### src/rtl/demux_dispatch_pkg.sv
// Shared types and constants for the demux_rr_dispatcher slice.
// Optional busy-skip round-robin is enabled by defining DEMUX_RR_SKIP_BUSY_EN.
package demux_dispatch_pkg;

    typedef enum logic {
        IDLE = 1'b0,
        SEND = 1'b1
    } state_t;

    localparam logic MODE_RR  = 1'b0;
    localparam logic MODE_DIR = 1'b1;

    localparam int DEF_WIDTH = 8;
    localparam int DEF_SNUM  = 3;

endpackage

### src/rtl/demux_rr_dispatcher_rr_pick.sv
// rr_pick: combinational first-set search over an NCH-bit vector, starting at a pointer and wrapping.
// Used by demux_rr_dispatcher only when DEMUX_RR_SKIP_BUSY_EN is defined.
module rr_pick #(
    parameter int SNUM = 3
) (
    input  logic [2**SNUM-1:0] vec,
    input  logic [SNUM-1:0]    start,
    output logic [SNUM-1:0]    idx,
    output logic               found
);
    localparam int NCH = 2**SNUM;

    logic [SNUM-1:0] k;

    // Index arithmetic wraps naturally because k is exactly SNUM bits wide.
    always_comb begin
        idx   = start;
        found = 1'b0;
        k     = start;
        for (int i = 0; i < NCH; i++) begin
            k = start + SNUM'(i);
            if (!found && vec[k]) begin
                idx   = k;
                found = 1'b1;
            end
        end
    end

endmodule

### src/rtl/demux_rr_dispatcher.sv
// demux_rr_dispatcher: one-word registered stage delivering each word to one of NCH channels.
// Define DEMUX_RR_SKIP_BUSY_EN to let round-robin skip channels not ready at acceptance.
module demux_rr_dispatcher
    import demux_dispatch_pkg::*;
#(
    parameter int WIDTH = DEF_WIDTH,
    parameter int SNUM  = DEF_SNUM
) (
    input  logic                       clk,
    input  logic                       rst_n,
    input  logic [WIDTH-1:0]           i_data,
    input  logic                       i_valid,
    output logic                       i_ready,
    input  logic                       mode,
    input  logic [SNUM-1:0]            i_sel,
    output logic [(2**SNUM)*WIDTH-1:0] o_data,
    output logic [2**SNUM-1:0]         o_valid,
    input  logic [2**SNUM-1:0]         o_ready,
    output logic                       busy,
    output logic [SNUM-1:0]            cur_sel
);
    localparam int NCH = 2**SNUM;

    state_t            state_q, state_d;
    logic [SNUM-1:0]   rr_ptr_q, rr_ptr_d;
    logic [SNUM-1:0]   tgt_q, tgt_d;
    logic [WIDTH-1:0]  data_q, data_d;
    logic [SNUM-1:0]   pick_tgt;
    logic              accept;
    logic              deliver;

`ifdef DEMUX_RR_SKIP_BUSY_EN
    logic [SNUM-1:0] skip_idx;
    logic            skip_found;

    rr_pick #(.SNUM(SNUM)) u_rr_pick (
        .vec   (o_ready),
        .start (rr_ptr_q),
        .idx   (skip_idx),
        .found (skip_found)
    );

    assign pick_tgt = skip_found ? skip_idx : rr_ptr_q;
`else
    assign pick_tgt = rr_ptr_q;
`endif

    // i_ready is combinational from o_ready so a delivering word can be replaced in the same cycle.
    always_comb begin
        deliver  = (state_q == SEND) && o_ready[tgt_q];
        i_ready  = rst_n && ((state_q == IDLE) || deliver);
        accept   = i_valid && i_ready;
        state_d  = state_q;
        rr_ptr_d = rr_ptr_q;
        tgt_d    = tgt_q;
        data_d   = data_q;
        if (accept) begin
            state_d = SEND;
            data_d  = i_data;
            if (mode == MODE_DIR) begin
                tgt_d = i_sel;
            end else begin
                tgt_d    = pick_tgt;
                rr_ptr_d = pick_tgt + SNUM'(1);
            end
        end else if (deliver) begin
            state_d = IDLE;
        end
    end

    always_ff @(posedge clk) begin
        if (!rst_n) begin
            state_q  <= IDLE;
            rr_ptr_q <= '0;
            tgt_q    <= '0;
            data_q   <= '0;
        end else begin
            state_q  <= state_d;
            rr_ptr_q <= rr_ptr_d;
            tgt_q    <= tgt_d;
            data_q   <= data_d;
        end
    end

    // Outputs decode only from flops; idle channels read as zero.
    always_comb begin
        o_valid = '0;
        o_data  = '0;
        if (state_q == SEND) begin
            o_valid[tgt_q]                = 1'b1;
            o_data[tgt_q*WIDTH +: WIDTH]  = data_q;
        end
    end

    assign busy    = (state_q == SEND);
    assign cur_sel = busy ? tgt_q : '0;

endmodule
### config.mk
export PLATFORM = sky130hd
export DESIGN_NAME = demux_rr_dispatcher
export DESIGN_NICKNAME = d
export VERILOG_FILES = /design/src/rtl/demux_dispatch_pkg.sv /design/src/rtl/demux_rr_dispatcher_rr_pick.sv /design/src/rtl/demux_rr_dispatcher.sv
export SDC_FILE = /design/constraint.sdc
export NUM_CORES = 1
export LEC_CHECK = 0
export ABC_AREA = 1
export BUFFER_PORTS_ARGS = -buffer_cell sky130_fd_sc_hd__buf_4
export CORE_MARGIN = 4
export CORE_UTILIZATION = 38
export CTS_BUF_LIST = sky130_fd_sc_hd__clkbuf_16
export DETAILED_ROUTE_END_ITERATION = 10
export GPL_TIMING_DRIVEN = 0
export PLACE_DENSITY = 0.86
export SETUP_SLACK_MARGIN = 0.4
export SLEW_MARGIN = 40
export SYNTH_ARGS = -nofsm -noshare
export SYNTH_HDL_FRONTEND = slang
export SYNTH_SLANG_ARGS = --single-unit
### constraint.sdc
create_clock -name clk -period 1.85 [get_ports clk]
set_input_delay 0.37 -clock clk [delete_from_list [all_inputs] [get_ports clk]]
set_output_delay 0.37 -clock clk [all_outputs]
set_load 0.03 [all_outputs]
==> flow_metrics.py, run 1 <==
metrics = {
    "clock_network": {
        "clockBufferDepth": 2,
        "root_buffer": "clkbuf_16",
        "cts_resized": 163,
        "postCtsSetupRepairBufs": 25,
        "cts_made_buffers": 3,
        "htreeDepth": 1,
        "clkSinkCount": 15,
        "hold_buffers": 0,
    },
    "die": {
        "ios": 100,
        "die_x_um": 70.55,
        "initial_core_util": 0.4000,
        "die_y_um": 70.55,
        "row_count": 22,
    },
    "yosys": {
        "yosys.area_share.simple": 0.5758,
        "ys_seq_elements": 15,
        "synth-compound-area-share": 0.03620,
        "synthMuxAreaShare": 0,
        "synth_warnings": 0,
        "synth_top_area_cell": "dfxtp_1",
        "syn-num-nets": 295,
        "synth_top_family_by_area": "simple AND/OR/NAND/NOR gates",
        "netlist_instances": 265,
        "yosysSeqAreaShare": 0.2020,
        "synth_top_area_share": 0.2020,
        "synth_area_leaders": "dfxtp_1, nor2_1, nand3_1",
        "synth_fa_ha_area_frac": 0.05892,
        "synth-xor-area-share": 0.005892,
        "syn_area_per_cell_sq_um": 5.609,
        "yosysUniqueCellTypes": 23,
        "syn_area_sq_mm": 0.001486,
    },
    "status": {
        "status": "did not finish",
        "error": "[ERROR DPL-0038] Utilization greater than 100%, impossible to legalize",
        "failed_stage": "clock tree synthesis (4_1_cts)",
    },
    "placed_design": {
        "dp_cells": 412,
        "hpwl_um": 4527,
        "place_ws_ps": -604.5,
        "gp_congestion": 0.8356,
        "portBuffers": 99,
    },
}
[synth_stat cells, drive strengths merged]
library cell	n
a21oi	4
buf	5
clkbuf	5
clkinv	1
dfxtp	15
ha	7
inv	29
nand2	43
nand3	57
nand3b	1
nand4	6
nor2	85
o21ai	6
xor2	1
[through the flow]
stage / hold slack (ps) / util / instance area [sq um]
after floorplan: 462.7 / - / 1979
after global placement: 483.1 / 0.7488 / 2783
after detailed placement: 490.7 / 0.7488 / 2783
[cells by family after synthesis]
family,Yosys count
simple gates,192
xor+xnor,1
flops,15
fa+ha+maj,7
compound gates,10
buf+inv,40
==> run 2, diff against run 1 <==
--- a/config.mk
+++ b/config.mk
@@ -8,12 +8,10 @@
 export ABC_AREA = 1
 export BUFFER_PORTS_ARGS = -buffer_cell sky130_fd_sc_hd__buf_4
 export CORE_MARGIN = 4
-export CORE_UTILIZATION = 38
-export CTS_BUF_LIST = sky130_fd_sc_hd__clkbuf_16
+export CORE_UTILIZATION = 40
 export DETAILED_ROUTE_END_ITERATION = 10
 export GPL_TIMING_DRIVEN = 0
-export PLACE_DENSITY = 0.86
-export SETUP_SLACK_MARGIN = 0.4
+export PLACE_DENSITY_LB_ADDON = 0.15
 export SLEW_MARGIN = 40
 export SYNTH_ARGS = -nofsm -noshare
 export SYNTH_HDL_FRONTEND = slang
==> constraint.sdc (replaced) <==
create_clock -name clk -period 2.4 [get_ports clk]
set_input_delay 0.48 -clock clk [delete_from_list [all_inputs] [get_ports clk]]
set_output_delay 0.48 -clock clk [all_outputs]
set_load 0.03 [all_outputs]
==> run 2 against run 1 <==
  * The flow now finishes, with violations (negative setup slack)
  * Area after synthesis did not move
  * Synthesized cell count did not move
==> flow_metrics.py, run 2 <==
metrics = {
    "finish": {
        "regArea_sq_um": 307.8,
        "fin_nets": 413,
        "diodes": 0,
        "layout-drive-gt1-share": 0.4712,
        "final_common_cell": "buf_4",
        "multi_input_area_sq_mm": 0.001211,
        "largest_reg_flops": 8,
        "fin_cells": 428,
        "final_cell_mix": "buf_4, nand3_1, nor2_1",
        "top_register": "data_q",
        "syn2layout_area_growth_pct": 86.95,
        "fill_cells": 244,
    },
    "worst_setup_path": {
        "cp.required_ps": 1920,
        "end_kind": "output pin",
        "crit_end": "o_data[58]",
        "rrSetupSlack_ps": 640,
        "rr_worst_depth": 13,
        "crit_fanout": 10,
        "r2r-end": "data_q[0]",
        "critPathKind": "reg2out",
        "regToRegStartpoint": "tgt_q[0]",
        "worstPathArrival_ps": 2020,
        "cp-start-kind": "flip-flop",
        "startpoint": "tgt_q[0]",
    },
    "placed_design": {
        "place_ws_ps": -215.9,
        "gp_congestion": 0.8234,
        "portBuffers": 99,
        "hpwl_um": 4061,
        "dp_cells": 410,
    },
    "global_route": {
        "antenna_found_initial": 0,
        "grtUsageMet1": 0.2726,
        "grt.total_usage": 0.2316,
        "grt_pass1_vias": 1910,
        "top_usage_layer": "met2",
        "grt_max_degree": 11,
        "use_met2": 0.4262,
        "overflow": 0,
        "grt_pass1_wl_um": 8459,
        "grt_util_met3": 0.02755,
    },
    "pwr": {
        "vdd_drop_max_mv": 0.3399,
        "p_leak_nw": 1.254,
        "cellPowerDensity_mw_per_mm2": 318.8,
    },
    "clock_network": {
        "cts_made_buffers": 3,
        "cts_tree": "built",
        "root_buffer": "clkbuf_8",
        "path_clk_slew_ps": 60,
        "clkSinkCount": 15,
        "clock_latency_ps": 250,
        "htreeDepth": 1,
        "clockBufferDepth": 2,
    },
    "yosys": {
        "syn_area_per_cell_sq_um": 5.609,
        "synth_top_area_share": 0.2020,
        "yosysSeqAreaShare": 0.2020,
        "synth_warnings": 0,
        "synth.most_common_cell": "nor2_1",
        "synth_edf_count": 0,
        "syn-num-nets": 295,
        "yosysUniqueCellTypes": 23,
        "dominantRegCellSynth": "dfxtp_1",
        "synth_top_area_cell": "dfxtp_1",
        "synth_area_leaders": "dfxtp_1, nor2_1, nand3_1",
        "ys_top_cells_by_count": "nor2_1, nand3_1, nand2_1",
        "async_flop_share": 0,
        "netlist_instances": 265,
        "syn_area_sq_mm": 0.001486,
        "ys_seq_elements": 15,
    },
    "status": {
        "status": "complete, but fails checks",
        "violations": "negative setup slack",
    },
    "die": {
        "die_x_um": 68.96,
        "initial_core_util": 0.4286,
        "die_y_um": 68.96,
        "core_sq_mm": 0.003468,
        "dieArea_sq_mm": 0.004755,
        "row_count": 21,
        "ios": 100,
    },
    "timing": {
        "rsz0062_at_grt": "true",
        "post-route-period-util": 1.040,
        "hold_viol_final": 0,
        "max_slew.worst_pin.slew_ps": 428.0,
        "tns_ps": -1150,
        "fin_ws_ps": -96.95,
        "slew_headroom": 0.7147,
        "period_needed_ps": 2497,
        "drv_slew": 0,
        "setup_viol_count_final": 35,
        "max_freq_mhz": 400.5,
        "fin_skew_ps": 4.301,
    },
    "detailed_routing": {
        "wl_per_cell_um": 14.97,
        "vias": 2285,
        "wl_um": 6408,
        "drt_iter0_drc": 208,
        "viasPerCell": 5.339,
        "drtPass1Iterations": 5,
        "drc": 0,
        "antenna_left": 0,
    },
    "min_path": {
        "hold_class": "in2reg",
    },
    "flow_run": {
        "maxCapViolCount": 0,
    },
}
## run 2: cell counts after synthesis
No cell type changed its count.
## run 2: per-layer routing
metal,vias up,share of wire
met5,-,0
li1,1081,-
met4,0,0.043
met3,33,0.091
met1,1023,0.36
met2,148,0.51
## run 2: final cells by class
cell class              instances  share of cell area
multi-input cells             210              0.4358
repair buffers                115              0.3498
flip-flops and latches         15              0.1108
inverters                      30             0.04683
well taps                      46             0.02071
plain buffers                   8             0.01981
clock buffers                   4             0.01621
## run 2: kinds of logic (layout without fill, tap and decap cells)
kind of cell	count (synthesis)	in the layout	synth area share
compound gates	10	10	0.03619
xor+xnor	1	1	0.005893
fa+ha+maj	7	7	0.05892
buf+inv	40	157	0.1212
flops	15	15	0.2020
simple gates	192	192	0.5758
## run 2: stage by stage
step | instance area, sq um | util | hold WS, ps | power [mW]
2_1_floorplan | 1529 | - | 462.7 | 0.4805
3_3_place_gp | 2330 | 0.6717 | 475.3 | 0.5652
3_5_place_dp | 2330 | 0.6717 | 486.2 | 0.5685
4_1_cts | 2609 | 0.7522 | 447.2 | 0.8682
5_1_grt | 2779 | 0.8012 | 451.8 | 0.9368
6_report | 2779 | 0.8012 | 452.7 | 0.8860
## run 2: worst min path at each step
stage / to / cells after the start / from
3_5_place_dp: pick_tgt[0] / 2 / pick_tgt[0]
4_1_cts: data_q[3] / 3 / i_data[3]
5_1_grt: data_q[3] / 3 / i_data[3]
2_1_floorplan: pick_tgt[0] / 2 / pick_tgt[0]
3_3_place_gp: pick_tgt[0] / 2 / pick_tgt[0]
6_report: data_q[3] / 3 / i_data[3]
## run 2: worst max-delay path: stages (launching register included)
cell	delay, ps
dfxtp_4	390
inv_8	40
ha_4	160
ha_1	250
nor2_4	170
buf_4	200
nand3_1	150
nor2_1	220
buf_4	190
## run 2: power breakdown
part           internal [mW]  switching (mW)  leakage [nW]
Clock                  0.118          0.0879        0.0228
Sequential             0.268          0.0323         0.125
Combinational          0.150           0.230          1.11
Total                  0.535           0.351          1.25
## run 2: repair_timing
action / 4_1_cts / 5_1_grt
setup endpoints to repair: 64 / 59
cloned: 0 / 0
buffers inserted: 14 / 2
pin swaps: 12 / 10
hold buffers: 0 / 0
gates resized for setup: 34 / 45
No activity file was read; power rests on OpenSTA's default activity.
